### src/rtl/darwin_link_pkg.sv
// Shared types for the Darwin3 west-port link, used by both the RX and TX stages.
// Holds the link width, the handshake FSM states and the buffered word layout.
package darwin_link_pkg;

  localparam int LINK_DATA_W = 16;

  typedef enum logic [0:0] {
    IDLE   = 1'b0,
    ACK_HI = 1'b1
  } link_state_t;

  typedef struct packed {
    logic                   last;
    logic [LINK_DATA_W-1:0] data;
  } fifo_entry_t;

endpackage

### src/rtl/darwin_rx_fifo.sv
// Purpose: synchronous first-word-fall-through FIFO with occupancy level.
// Latency: a pushed word is visible on pop_dat the cycle after the push.
// Backpressure: push is dropped when full unless a pop occurs in the same cycle.
module darwin_rx_fifo #(
  parameter int WIDTH = 17,
  parameter int DEPTH = 16,
  localparam int AW   = $clog2(DEPTH)
) (
  input  logic             clk,
  input  logic             rst_n,
  input  logic             push,
  input  logic [WIDTH-1:0] push_dat,
  input  logic             pop,
  output logic [WIDTH-1:0] pop_dat,
  output logic [AW:0]      level,
  output logic             full,
  output logic             empty
);

  localparam logic [AW:0] FULL_LVL = (AW+1)'(DEPTH);

  logic [WIDTH-1:0] mem [DEPTH];
  logic [AW-1:0]    wr_ptr;
  logic [AW-1:0]    rd_ptr;
  logic             wr_en;
  logic             rd_en;

  assign full    = (level == FULL_LVL);
  assign empty   = (level == '0);
  assign rd_en   = pop && !empty;
  // When full, the write slot is the one being read out this cycle.
  assign wr_en   = push && (!full || rd_en);
  assign pop_dat = mem[rd_ptr];

  always_ff @(posedge clk) begin
    if (!rst_n) begin
      for (int i = 0; i < DEPTH; i++) begin
        mem[i] <= '0;
      end
      wr_ptr <= '0;
      rd_ptr <= '0;
      level  <= '0;
    end else begin
      if (wr_en) begin
        mem[wr_ptr] <= push_dat;
        wr_ptr      <= wr_ptr + 1'b1;
      end
      if (rd_en) begin
        rd_ptr <= rd_ptr + 1'b1;
      end
      case ({wr_en, rd_en})
        2'b10:   level <= level + 1'b1;
        2'b01:   level <= level - 1'b1;
        default: level <= level;
      endcase
    end
  end

endmodule

### src/rtl/darwin_rx.sv
// Purpose: 4-phase REQ/ACK receiver feeding an AXI4-Stream master through a FWFT FIFO.
// Latency: REQ rise -> ACK on 3rd clk edge, word on M_AXIS one cycle later; optional DARWIN_RX_WORD_CNT_EN.
// Backpressure: a full FIFO withholds ACK so the chip stalls until a beat is popped.
module darwin_rx
  import darwin_link_pkg::*;
#(
  parameter int DATA_W     = LINK_DATA_W,
  parameter int FIFO_DEPTH = 16,
  parameter int PKT_WORDS  = 8
) (
  input  logic                        clk,
  input  logic                        rst_n,
  input  logic                        RX_REQ,
  input  logic [DATA_W-1:0]           RX_DATA,
  output logic                        RX_ACK,
  output logic [DATA_W-1:0]           M_AXIS_TDATA,
  output logic                        M_AXIS_TVALID,
  output logic [DATA_W/8-1:0]         M_AXIS_TKEEP,
  output logic                        M_AXIS_TLAST,
  input  logic                        M_AXIS_TREADY,
  output logic [$clog2(FIFO_DEPTH):0] FIFO_LEVEL,
  output logic [31:0]                 RX_WORD_CNT
);

  localparam int BEAT_W = (PKT_WORDS > 1) ? $clog2(PKT_WORDS) : 1;
  localparam logic [BEAT_W-1:0] BEAT_MAX = (PKT_WORDS > 0) ? BEAT_W'(PKT_WORDS - 1) : '0;

  logic              req_m;
  logic              req_s;
  link_state_t       state;
  logic [BEAT_W-1:0] beat;
  logic              last_beat;
  logic              push_vld;
  fifo_entry_t       push_dat;
  fifo_entry_t       pop_dat;
  logic              pop;
  logic              fifo_full;
  logic              fifo_empty;

  always_ff @(posedge clk) begin
    if (!rst_n) begin
      req_m <= 1'b0;
      req_s <= 1'b0;
    end else begin
      req_m <= RX_REQ;
      req_s <= req_m;
    end
  end

  assign last_beat = (PKT_WORDS != 0) && (beat == BEAT_MAX);

  // The accepted word is staged one cycle before entering the FIFO; RX_DATA is
  // held by the chip until ACK, so sampling it on acceptance is safe.
  always_ff @(posedge clk) begin
    if (!rst_n) begin
      state    <= IDLE;
      RX_ACK   <= 1'b0;
      push_vld <= 1'b0;
      push_dat <= '0;
      beat     <= '0;
    end else begin
      push_vld <= 1'b0;
      case (state)
        IDLE: begin
          if (req_s && !fifo_full) begin
            push_vld      <= 1'b1;
            push_dat.last <= last_beat;
            push_dat.data <= RX_DATA;
            RX_ACK        <= 1'b1;
            state         <= ACK_HI;
            beat          <= (PKT_WORDS == 0 || last_beat) ? '0 : beat + 1'b1;
          end
        end
        ACK_HI: begin
          if (!req_s) begin
            RX_ACK <= 1'b0;
            state  <= IDLE;
          end
        end
        default: state <= IDLE;
      endcase
    end
  end

  darwin_rx_fifo #(
    .WIDTH ($bits(fifo_entry_t)),
    .DEPTH (FIFO_DEPTH)
  ) u_fifo (
    .clk      (clk),
    .rst_n    (rst_n),
    .push     (push_vld),
    .push_dat (push_dat),
    .pop      (pop),
    .pop_dat  (pop_dat),
    .level    (FIFO_LEVEL),
    .full     (fifo_full),
    .empty    (fifo_empty)
  );

  assign M_AXIS_TVALID = !fifo_empty;
  assign pop           = M_AXIS_TVALID && M_AXIS_TREADY;
  assign M_AXIS_TDATA  = pop_dat.data;
  assign M_AXIS_TLAST  = pop_dat.last;
  assign M_AXIS_TKEEP  = '1;

`ifdef DARWIN_RX_WORD_CNT_EN
  logic [31:0] word_cnt;

  always_ff @(posedge clk) begin
    if (!rst_n) begin
      word_cnt <= '0;
    end else if (push_vld && (word_cnt != 32'hFFFF_FFFF)) begin
      word_cnt <= word_cnt + 32'd1;
    end
  end

  assign RX_WORD_CNT = word_cnt;
`else
  assign RX_WORD_CNT = 32'd0;
`endif

endmodule
### config.mk
export PLATFORM = sky130hd
export DESIGN_NAME = darwin_rx
export DESIGN_NICKNAME = d
export VERILOG_FILES = /design/src/rtl/darwin_link_pkg.sv /design/src/rtl/darwin_rx_fifo.sv /design/src/rtl/darwin_rx.sv
export SDC_FILE = /design/constraint.sdc
export NUM_CORES = 1
export LEC_CHECK = 0
export CORE_UTILIZATION = 60
export CTS_CLUSTER_DIAMETER = 60
export DETAILED_ROUTE_END_ITERATION = 7
export PLACE_DENSITY = 0.86
export SETUP_SLACK_MARGIN = 0.4
export SYNTH_ARGS = -nofsm -noshare
export SYNTH_HDL_FRONTEND = slang
export SYNTH_HIERARCHICAL = 1
export SYNTH_SLANG_ARGS = --single-unit
export TNS_END_PERCENT = 5
### constraint.sdc
create_clock -name clk -period 4.4 [get_ports clk]
set_clock_uncertainty 0.2 [all_clocks]
set_input_delay 0.88 -clock clk [delete_from_list [all_inputs] [get_ports clk]]
set_output_delay 0.88 -clock clk [all_outputs]
set_load 0.05 [all_outputs]
==> metrics.txt, run 1 <==
LEAKAGE=5.46 nW; status=completed; Starting DRT DRC Count=1329; Internal=5.05 mW; main area contributors after synthesis=edfxtp_1, mux4_2, nor2_1; kind of critical path=flop to output port; DRC Markers=0; average size of a mapped cell=12.9 um^2; number of synthesized flops with an enable pin=272; initial core utilization=61.6%; Synth area leader=edfxtp_1; Tot Pwr=6.43 mW; drt via density=6.43; clk_lat worst skew=570 ps; final slew viol count=0; core area=22800 um^2; Net Sw Frac=21.4%; Overflow after GRT=0; Sum Neg Setup Slack=0 ps; H-tree level count=1; setup violators final=0; FF-to-FF setup slack=630 ps; die span in y=155 um; TritonRoute pass-1 iters=6; pin count of the biggest net entering global routing=67; ant diodes=0; VDD IR max=0.000333 V; Max FO, Critical Path=16; YS warnings=6; CTS tree=built; Hold Vio Cnt, Final=0; Buf/Inv on CP=2; die area=24100 um^2; Gate power share=5.5%; CP required=3320 ps; critical path's largest stage delay=710 ps; sequential fraction of the synthesis area=64.0%; CTS root buffer=clkbuf_16; crit path cell chain=buf_4 > mux4_2 > a22oi_1 > nand2_1 > clkdlybuf4s50_1; routed vias=9379; port bufs=43; Fmax=0.243 GHz; # Max-Cap Violations=0; crit start category=flop; asr flop ratio synth=0%; family with the most delay on the worst path=buffers and inverters; hpwl dp=22500 um; slew margin rel.=38.5%; Hold Path Class=flop to flop; IO Count=78; Final nets=1152; Place WS=588 ps; pwr dens=405 nW/um^2; die width=155 um; Final Core Density=69.6%; Critical-path top delay cell=clkdlybuf4s50_1; Seq pwr share=52.4%; fin crit share=93.4%; flops & latches, synth=314; RSZ-0062 raised after global routing=true; worst-margin pin slew=923 ps; Site Rows=55; Syn Std Cell Area=14100 um^2; post-detailed-route count of antenna-violating nets=0; initial antenna violation count=0; vias in the first global route=9200; Synth top area share=58.0%; Area growth, synth to finish=13.0%; Routed WL per cell=24.5 um; Reg clk slew, reported paths=60 ps; Worst setup EP type=output port; Arrival @ worst endpoint=3030 ps; clock power share=42.1%; final worst slack=290 ps; Main synth FF type=edfxtp_1; clk sinks=314; Sw Pwr=1.38 mW; first-pass GRT wire length=54100 um; Mapped Cells=1087; CTS Buffer Depth=3; share of cells above drive strength 1=17.1%; global-route usage over all layers=30.7%; synth unique cells=44; Total Wirelength=35700 um; routability cong.=0.836; crit path time final=4110 ps; TritonCTS Buffers=30
==> worst paths after layout <==
path                    from                end  depth (start not counted)
max reg2reg  u_fifo/level[0]  u_fifo/mem[4][16]                          9
min                    req_m              req_s                          1
min reg2reg            req_m              req_s                          1
max                     flop    M_AXIS_TDATA[3]                          5
==> metrics by stage <==
step | instances | area [um^2] | hold slack [ps]
2_1_floorplan | 1119 | 14200 | 212
3_3_place_gp | 1402 | 14800 | 215
3_5_place_dp | 1402 | 14800 | 226
4_1_cts | 1458 | 15900 | 243
5_1_grt | 1458 | 15900 | 271
6_report | 1458 | 15900 | 238
==> power by group through the flow <==
stage	Clock (mW)	Sequential, mW	Combinational [mW]
6_report	2.71	3.37	0.355
2_1_floorplan	0	3.42	0.255
3_3_place_gp	0	3.42	0.341
5_1_grt	2.83	3.38	0.369
3_5_place_dp	0	3.43	0.349
4_1_cts	2.72	3.37	0.350
==> cells by family after synthesis <==
family,share of synthesized area [%]
and+or+nand+nor,13.9
xor gates and xnor gates,0.249
DFF,64.0
AOI/OAI and AO/OA,4.35
buffers and inverters,4.95
other,0.0534
adders and majority gates,1.03
muxes,11.4
==> cells in the mapped netlist, types with 2 or more instances <==
cell type / n
clkbuf_2: 2
o21ai_1: 5
mux2i_1: 5
o21ai_0: 34
a21oi_1: 3
nand3_1: 92
xnor2_1: 4
ha_1: 10
nand2b_1: 6
buf_4: 35
mux4_2: 68
nor2_1: 281
inv_1: 7
nor3_1: 2
buf_6: 3
buf_2: 45
conb_1: 2
or4_1: 2
o21ai_4: 2
and2_1: 13
dfxtp_1: 42
nand4_1: 3
o21a_1: 5
buf_1: 10
nor2b_1: 7
nand3b_1: 2
nand2_1: 51
clkbuf_1: 26
a22oi_1: 34
edfxtp_1: 272
==> layer usage <==
metal,track usage [%],vias to the layer above,part of all wire (%)
li1,-,3945,-
met1,40.5,4549,34
met2,49.7,762,48
met3,7.08,123,13
met4,13.0,0,4.0
met5,0,-,0
==> layout by cell type (no fill, tap or decap), types with 2 or more instances in the layout <==
cell	instances
a21oi_1	3
inv_1	7
dfxtp_1	40
nand2b_1	6
nor2_1	281
nand2_1	51
clkbuf_16	32
a22oi_1	34
bufinv_16	2
or4_1	2
conb_1	34
nand4_1	3
nor2b_1	7
clkbuf_1	5
o21a_1	5
mux2i_1	5
nand3_1	91
clkinv_2	4
o21ai_0	18
edfxtp_1	272
ha_1	10
o21ai_4	2
buf_12	4
clkdlybuf4s50_1	40
mux4_2	68
o21ai_2	17
clkbuf_8	11
xnor2_1	4
buf_4	45
nand3b_1	2
nor3_1	2
and2_1	13
o21ai_1	5
==> sequential cells by signal (all words and copies together), names as in the netlist, named ones only <==
register,cells
RX_ACK,1
u_fifo/wr_ptr,4
state,1
req_s,1
beat,3
u_fifo/level,5
push_dat,17
u_fifo/mem,272
u_fifo/rd_ptr,4
push_vld,1
req_m,1
==> repair_timing <==
item	in CTS	in global routing
resized for setup	1	1
pin swaps	0	0
setup buffers	0	0
setup endpoints to repair	15	16
hold buffers	0	0
==> cell type report <==
type	instances	area [um^2]
clock buffers	48	971
well taps	313	392
fillers	1483	6950
flip-flops and latches	314	9010
multi-input cells	676	4550
inverters	8	30.0
repair buffers	91	840
clock inverters	8	100
Power figures use the tool's default switching activity.
==> run 2, diff against run 1 <==
Settings changed: ABC_CLOCK_PERIOD_IN_PS set to 4400.
==> results of run 2 <==
The final DEF is identical to that of run 1; final timing and power are the same.
==> variant 1, RTL diff (settings of run 2) <==
Change the parameter `FIFO_DEPTH` from 16 to 32.
--- a/src/rtl/darwin_rx.sv
+++ b/src/rtl/darwin_rx.sv
@@ -6,5 +6,5 @@
 #(
   parameter int DATA_W     = LINK_DATA_W,
-  parameter int FIFO_DEPTH = 16,
+  parameter int FIFO_DEPTH = 32,
   parameter int PKT_WORDS  = 8
 ) (
Interface: changed (resized FIFO_LEVEL); port bits go from 78 to 79. No check against the original RTL was run, so the function may have changed too.
==> variant 1 against run 2 <==
Final area increased by 90%. Sequential share of layout area grew 0.38 points. Cell count rose by 67%. Sequential cell count is 276 higher. Setup slack got worse by 0.0047 ns. Wire length increased by 83%. Synthesized area increased by 93%. Power increased by 94%. Critical endpoint is now M_AXIS_TDATA[13].
==> variant 1: results <==
metrics = {
    "outcome": {
        "status": "complete, no violations",
    },
    "clocking": {
        "cts-htree-levels": 2,
        "clk-insertion-delay-late_ns": 0.59,
        "cts_buffers": 55,
    },
    "drt": {
        "dr_total_vias": 15500,
        "route.detailed.wl_per_inst_um": 26.8,
        "drt_pre_antenna_iters": 5,
        "met3_length_um": 6640,
        "met1_length_um": 23800,
    },
    "place": {
        "placed_cell_area_um2": 28000,
        "dp_cells": 2316,
        "portBuffers": 44,
        "place_hpwl_um": 38000,
        "pre_cts_slack_ns": 0.295,
    },
    "global_route": {
        "grt_first_pass_wirelength_um": 97100,
        "largest_net_degree_at_the_start_of_global_routing": 64,
        "number_of_antenna_violations_at_the_first_check_in_global_routing": 1,
        "grt_util_all_layers_pct": 28.7,
    },
    "power": {
        "internal_power_mw": 9.63,
        "total_leakage_power_nw": 10.5,
    },
    "final_layout": {
        "fin_cells": 2437,
        "num-nets-final": 1831,
        "largestRegisters": "u_fifo/mem x544, push_dat x17, u_fifo/level x6",
    },
    "critical_path": {
        "critPathSlowestCell": "sky130_fd_sc_hd__mux4_2",
    },
    "synthesis": {
        "post_synth_mux_area_share_pct": 15.0,
        "synth_commonest_cells": "sky130_fd_sc_hd__edfxtp_1 (544), sky130_fd_sc_hd__and2_1 (536), sky130_fd_sc_hd__mux4_2 (170)",
    },
}
-- variant 1: power groups by stage --
| stage | sequential, mW | clock, mW | combinational [mW] |
|---|---|---|---|
| after CTS | 6.52 | 4.88 | 1.06 |
| after global routing | 6.55 | 5.08 | 1.12 |
| after floorplan | 6.55 | 0 | 0.742 |
| final | 6.53 | 4.87 | 1.08 |
| after global placement | 6.61 | 0 | 0.948 |
| after detailed placement | 6.64 | 0 | 0.963 |
-- variant 1: worst paths after layout --
path	slack (ns)	cells after the start	start	to
worst max-delay path	0.29	7	flip-flop	M_AXIS_TDATA[13]
worst min-delay path	0.26	2	req_s$_SDFF_PN0_	state$_SDFF_PN0_
worst max register to register	0.55	12	u_fifo/level[1]$_SDFFE_PN0P_	u_fifo/level[5]$_SDFFE_PN0P_
worst min register to register	0.26	2	req_s$_SDFF_PN0_	state$_SDFF_PN0_
-- variant 1: cells by family after synthesis --
group | after synthesis
AO/OA/AOI/OAI | 84
XOR/XNOR | 7
adder cells (fa/ha/maj) | 12
buffers and inverters | 199
flip-flops | 590
multiplexers | 191
other | 2
AND/OR/NAND/NOR | 697
-- variant 1: layer usage --
layer / global-route usage [%] / up-vias
met5: 0 / -
met1: 38.9 / 7849
met2: 46.6 / 1028
li1: - / 6509
met4: 12.4 / 0
met3: 4.46 / 146
-- variant 1: layout make-up --
| type | instances | area, um^2 |
|---|---|---|
| clock buffers | 80 | 1570 |
| inverters | 9 | 33.8 |
| well taps | 592 | 741 |
| flip-flops and latches | 590 | 17300 |
| multi-input cells | 1025 | 9070 |
| fillers | 2631 | 14200 |
| repair buffers | 118 | 1300 |
| clock inverters | 23 | 267 |
-- variant 1: what timing repair did --
action	in CTS	in global routing
resized for setup	30	1
gates cloned	4	0
pin swaps	0	0
setup endpoints to repair	17	36
buffers inserted	14	0
-- variant 1: worst register-to-register path: stages, from the launching register on --
cell and delay [ns]:
sky130_fd_sc_hd__dfxtp_1 0.37, sky130_fd_sc_hd__or4_1 0.64, sky130_fd_sc_hd__nor3_2 0.25, sky130_fd_sc_hd__nor2b_1 0.16
sky130_fd_sc_hd__o31ai_4 0.16, sky130_fd_sc_hd__or2_1 0.31, sky130_fd_sc_hd__inv_2 0.12, sky130_fd_sc_hd__ha_1 0.35
sky130_fd_sc_hd__o21ai_0 0.26, sky130_fd_sc_hd__o21ai_0 0.14, sky130_fd_sc_hd__a21oi_1 0.30, sky130_fd_sc_hd__mux2i_1 0.12
sky130_fd_sc_hd__or3_1 0.34
==> variant 2, RTL diff (settings of run 2) <==
Made on the original files. Put a register stage on the output `FIFO_LEVEL`, with the module's reset. The value now appears one clock later. The other outputs are not delayed to match.
--- a/src/rtl/darwin_rx.sv
+++ b/src/rtl/darwin_rx.sv
@@ -25,4 +25,6 @@
   localparam int BEAT_W = (PKT_WORDS > 1) ? $clog2(PKT_WORDS) : 1;
   localparam logic [BEAT_W-1:0] BEAT_MAX = (PKT_WORDS > 0) ? BEAT_W'(PKT_WORDS - 1) : '0;
+
+  logic [$clog2(FIFO_DEPTH):0] FIFO_LEVEL_d;
 
   logic              req_m;
@@ -93,5 +95,5 @@
     .pop      (pop),
     .pop_dat  (pop_dat),
-    .level    (FIFO_LEVEL),
+    .level    (FIFO_LEVEL_d),
     .full     (fifo_full),
     .empty    (fifo_empty)
@@ -120,3 +122,11 @@
 `endif
 
+  always_ff @(posedge clk) begin
+    if (!rst_n) begin
+      FIFO_LEVEL <= '0;
+    end else begin
+      FIFO_LEVEL <= FIFO_LEVEL_d;
+    end
+  end
+
 endmodule
Formal check against the unedited RTL: same outputs for any inputs over 4 cycles, from zero or initial values and one cycle with rst_n low; that may be too few to reach the edited logic, so the function may still have changed.
==> variant 2 against run 2 <==
Final area increased by 0.14%. Setup slack got worse by 0.038 ns. Sequential cell count increased by 5. Non-clock buffer count decreased by 1. Synthesized cell count increased by 1.0%. Power decreased by 1.7%. Synthesized area increased by 0.93%. Wire length decreased by 1.0%. First-iteration DRC count about the same. Highest routed layer unchanged.
==> variant 2: results <==
metrics = {
    "outcome": {
        "status": "complete, no violations",
    },
    "drt": {
        "drt-vias-per-instance": 6.37,
        "drt_iter0_drc": 1330,
        "drt_pre_antenna_iters": 5,
        "route.detailed.wl_per_inst_um": 24.1,
    },
    "power": {
        "vdd.ir_drop.worst_mv": 0.460,
        "total_leakage_power_nw": 5.45,
    },
    "final_layout": {
        "final_layout_size_suffix_gt1_share_pct": 16.3,
        "n_fill_cell": 1408,
        "num-nets-final": 1162,
        "largestRegisters": "u_fifo/mem x272, push_dat x17",
    },
    "min_path": {
        "hold_path_end": "req_s$_SDFF_PN0_",
        "hold_path.class": "reg -> reg",
    },
    "global_route": {
        "grt_first_pass_wirelength_um": 53000,
        "largest_net_degree_at_the_start_of_global_routing": 89,
        "grt_util_all_layers_pct": 29.8,
        "number_of_antenna_violations_at_the_first_check_in_global_routing": 0,
        "via_count_of_the_first_global_routing_pass": 9411,
    },
    "critical_path": {
        "timing.critical_path.fanout_max": 41,
        "r2r_slack_ns": 0.79,
        "reg2reg_from": "u_fifo/level[1]$_SDFFE_PN0P_",
        "worstReg2RegEnd": "u_fifo/mem[1][4]$_SDFFCE_PN0P_",
        "worst_r2r_path_depth": 7,
        "cp_arrival_ns": 3.07,
    },
    "synthesis": {
        "fraction_of_synthesis_flops_using_an_asynchronous_set_or_reset_pin_pct": 0,
        "synth-seq-area-share_pct": 64.1,
        "synth_commonest_cells": "sky130_fd_sc_hd__nor2_1 (281), sky130_fd_sc_hd__edfxtp_1 (272), sky130_fd_sc_hd__nand3_1 (93)",
        "top_area_cells_in_the_synthesized_netlist": "sky130_fd_sc_hd__edfxtp_1 (58%), sky130_fd_sc_hd__mux4_2 (11%), sky130_fd_sc_hd__nor2_1 (7.4%)",
        "synth_warnings": 6,
        "synth_cell_types": 44,
    },
    "sta": {
        "slew_headroom_pct": 26.4,
    },
    "place": {
        "place_hpwl_um": 20900,
        "pre_cts_slack_ns": 0.772,
        "gp_congestion": 0.853,
    },
    "clocking": {
        "cts_buffers": 31,
        "ctsLongestPathBuffers": 3,
    },
}
-- variant 2: metrics by stage --
step	utilization [%]	total power [mW]	std cells	hold WS [ns]	cell area [um^2]
2_1_floorplan	-	3.72	1130	0.212	14300
6_report	69.5	6.32	1469	0.243	15900
3_3_place_gp	65.2	3.81	1411	0.215	14900
3_5_place_dp	65.2	3.82	1411	0.231	14900
5_1_grt	69.5	6.46	1469	0.253	15900
4_1_cts	69.5	6.32	1469	0.244	15900
-- variant 2: metal layers --
metal / routed length (um) / track usage, % / part of all wire, % / vias to the layer above
met5: 0 / 0 / 0 / -
met4: 1500 / 13.9 / 4.2 / 0
met3: 4370 / 7.11 / 12 / 129
met2: 17400 / 49.4 / 49 / 745
met1: 12100 / 37.5 / 34 / 4498
li1: - / - / - / 3989
-- variant 2: final cells by class --
class | count | area share (%)
inverters | 8 | 0.189
clock inverters | 16 | 0.975
flip-flops and latches | 319 | 57.2
repair buffers | 90 | 5.23
multi-input cells | 681 | 28.8
clock buffers | 42 | 5.13
well taps | 313 | 2.46
-- variant 2: what timing repair did --
| action | 4_1_cts | 5_1_grt |
|---|---|---|
| hold buffers | 0 | 0 |
| gates resized for setup | 1 | 1 |
| endpoints found under the setup margin | 15 | 17 |
-- variant 2: where the power goes --
group / total (mW) / internal (mW) / switching (mW)
Combinational: 0.357 / 0.103 / 0.254
Sequential: 3.41 / 3.37 / 0.0452
Clock: 2.55 / 1.43 / 1.12
Total: 6.32 / 4.90 / 1.42
-- variant 2: cells by family after synthesis --
kind of cell               after synthesis  synth area share (%)
and+or+nand+nor                        467                  14.0
DFF                                    319                  64.1
buffers and inverters                  130                  4.92
AOI/OAI and AO/OA                       91                  4.31
muxes                                   74                  11.3
adders and majority gates               11                  1.02
xor gates and xnor gates                 4                 0.247
other                                    2                0.0529
-- variant 2: worst register-to-register path, cell delays in order (launching register included) --
cell and delay (ns):
sky130_fd_sc_hd__dfxtp_1 0.36, sky130_fd_sc_hd__or4_1 0.79, sky130_fd_sc_hd__nor2_1 0.24, sky130_fd_sc_hd__nor2b_1 0.15, sky130_fd_sc_hd__nor2b_1 0.23, sky130_fd_sc_hd__a211o_2 0.66
sky130_fd_sc_hd__buf_4 0.55, sky130_fd_sc_hd__nor2_1 0.16
-- variant 2: worst max-delay path by stage --
stage	startpoint	end	slack (ns)	cells past startpoint
after floorplan	M_AXIS_TREADY	u_fifo/mem[0][0]$_SDFFCE_PN0P_	0.66	7
after global placement	M_AXIS_TREADY	u_fifo/level[4]$_SDFFE_PN0P_	0.84	9
after detailed placement	M_AXIS_TREADY	u_fifo/level[4]$_SDFFE_PN0P_	0.77	9
after CTS	flip-flop	M_AXIS_TDATA[0]	0.23	5
after global routing	flip-flop	M_AXIS_TDATA[4]	0.14	5
final	flip-flop	M_AXIS_TDATA[4]	0.25	5
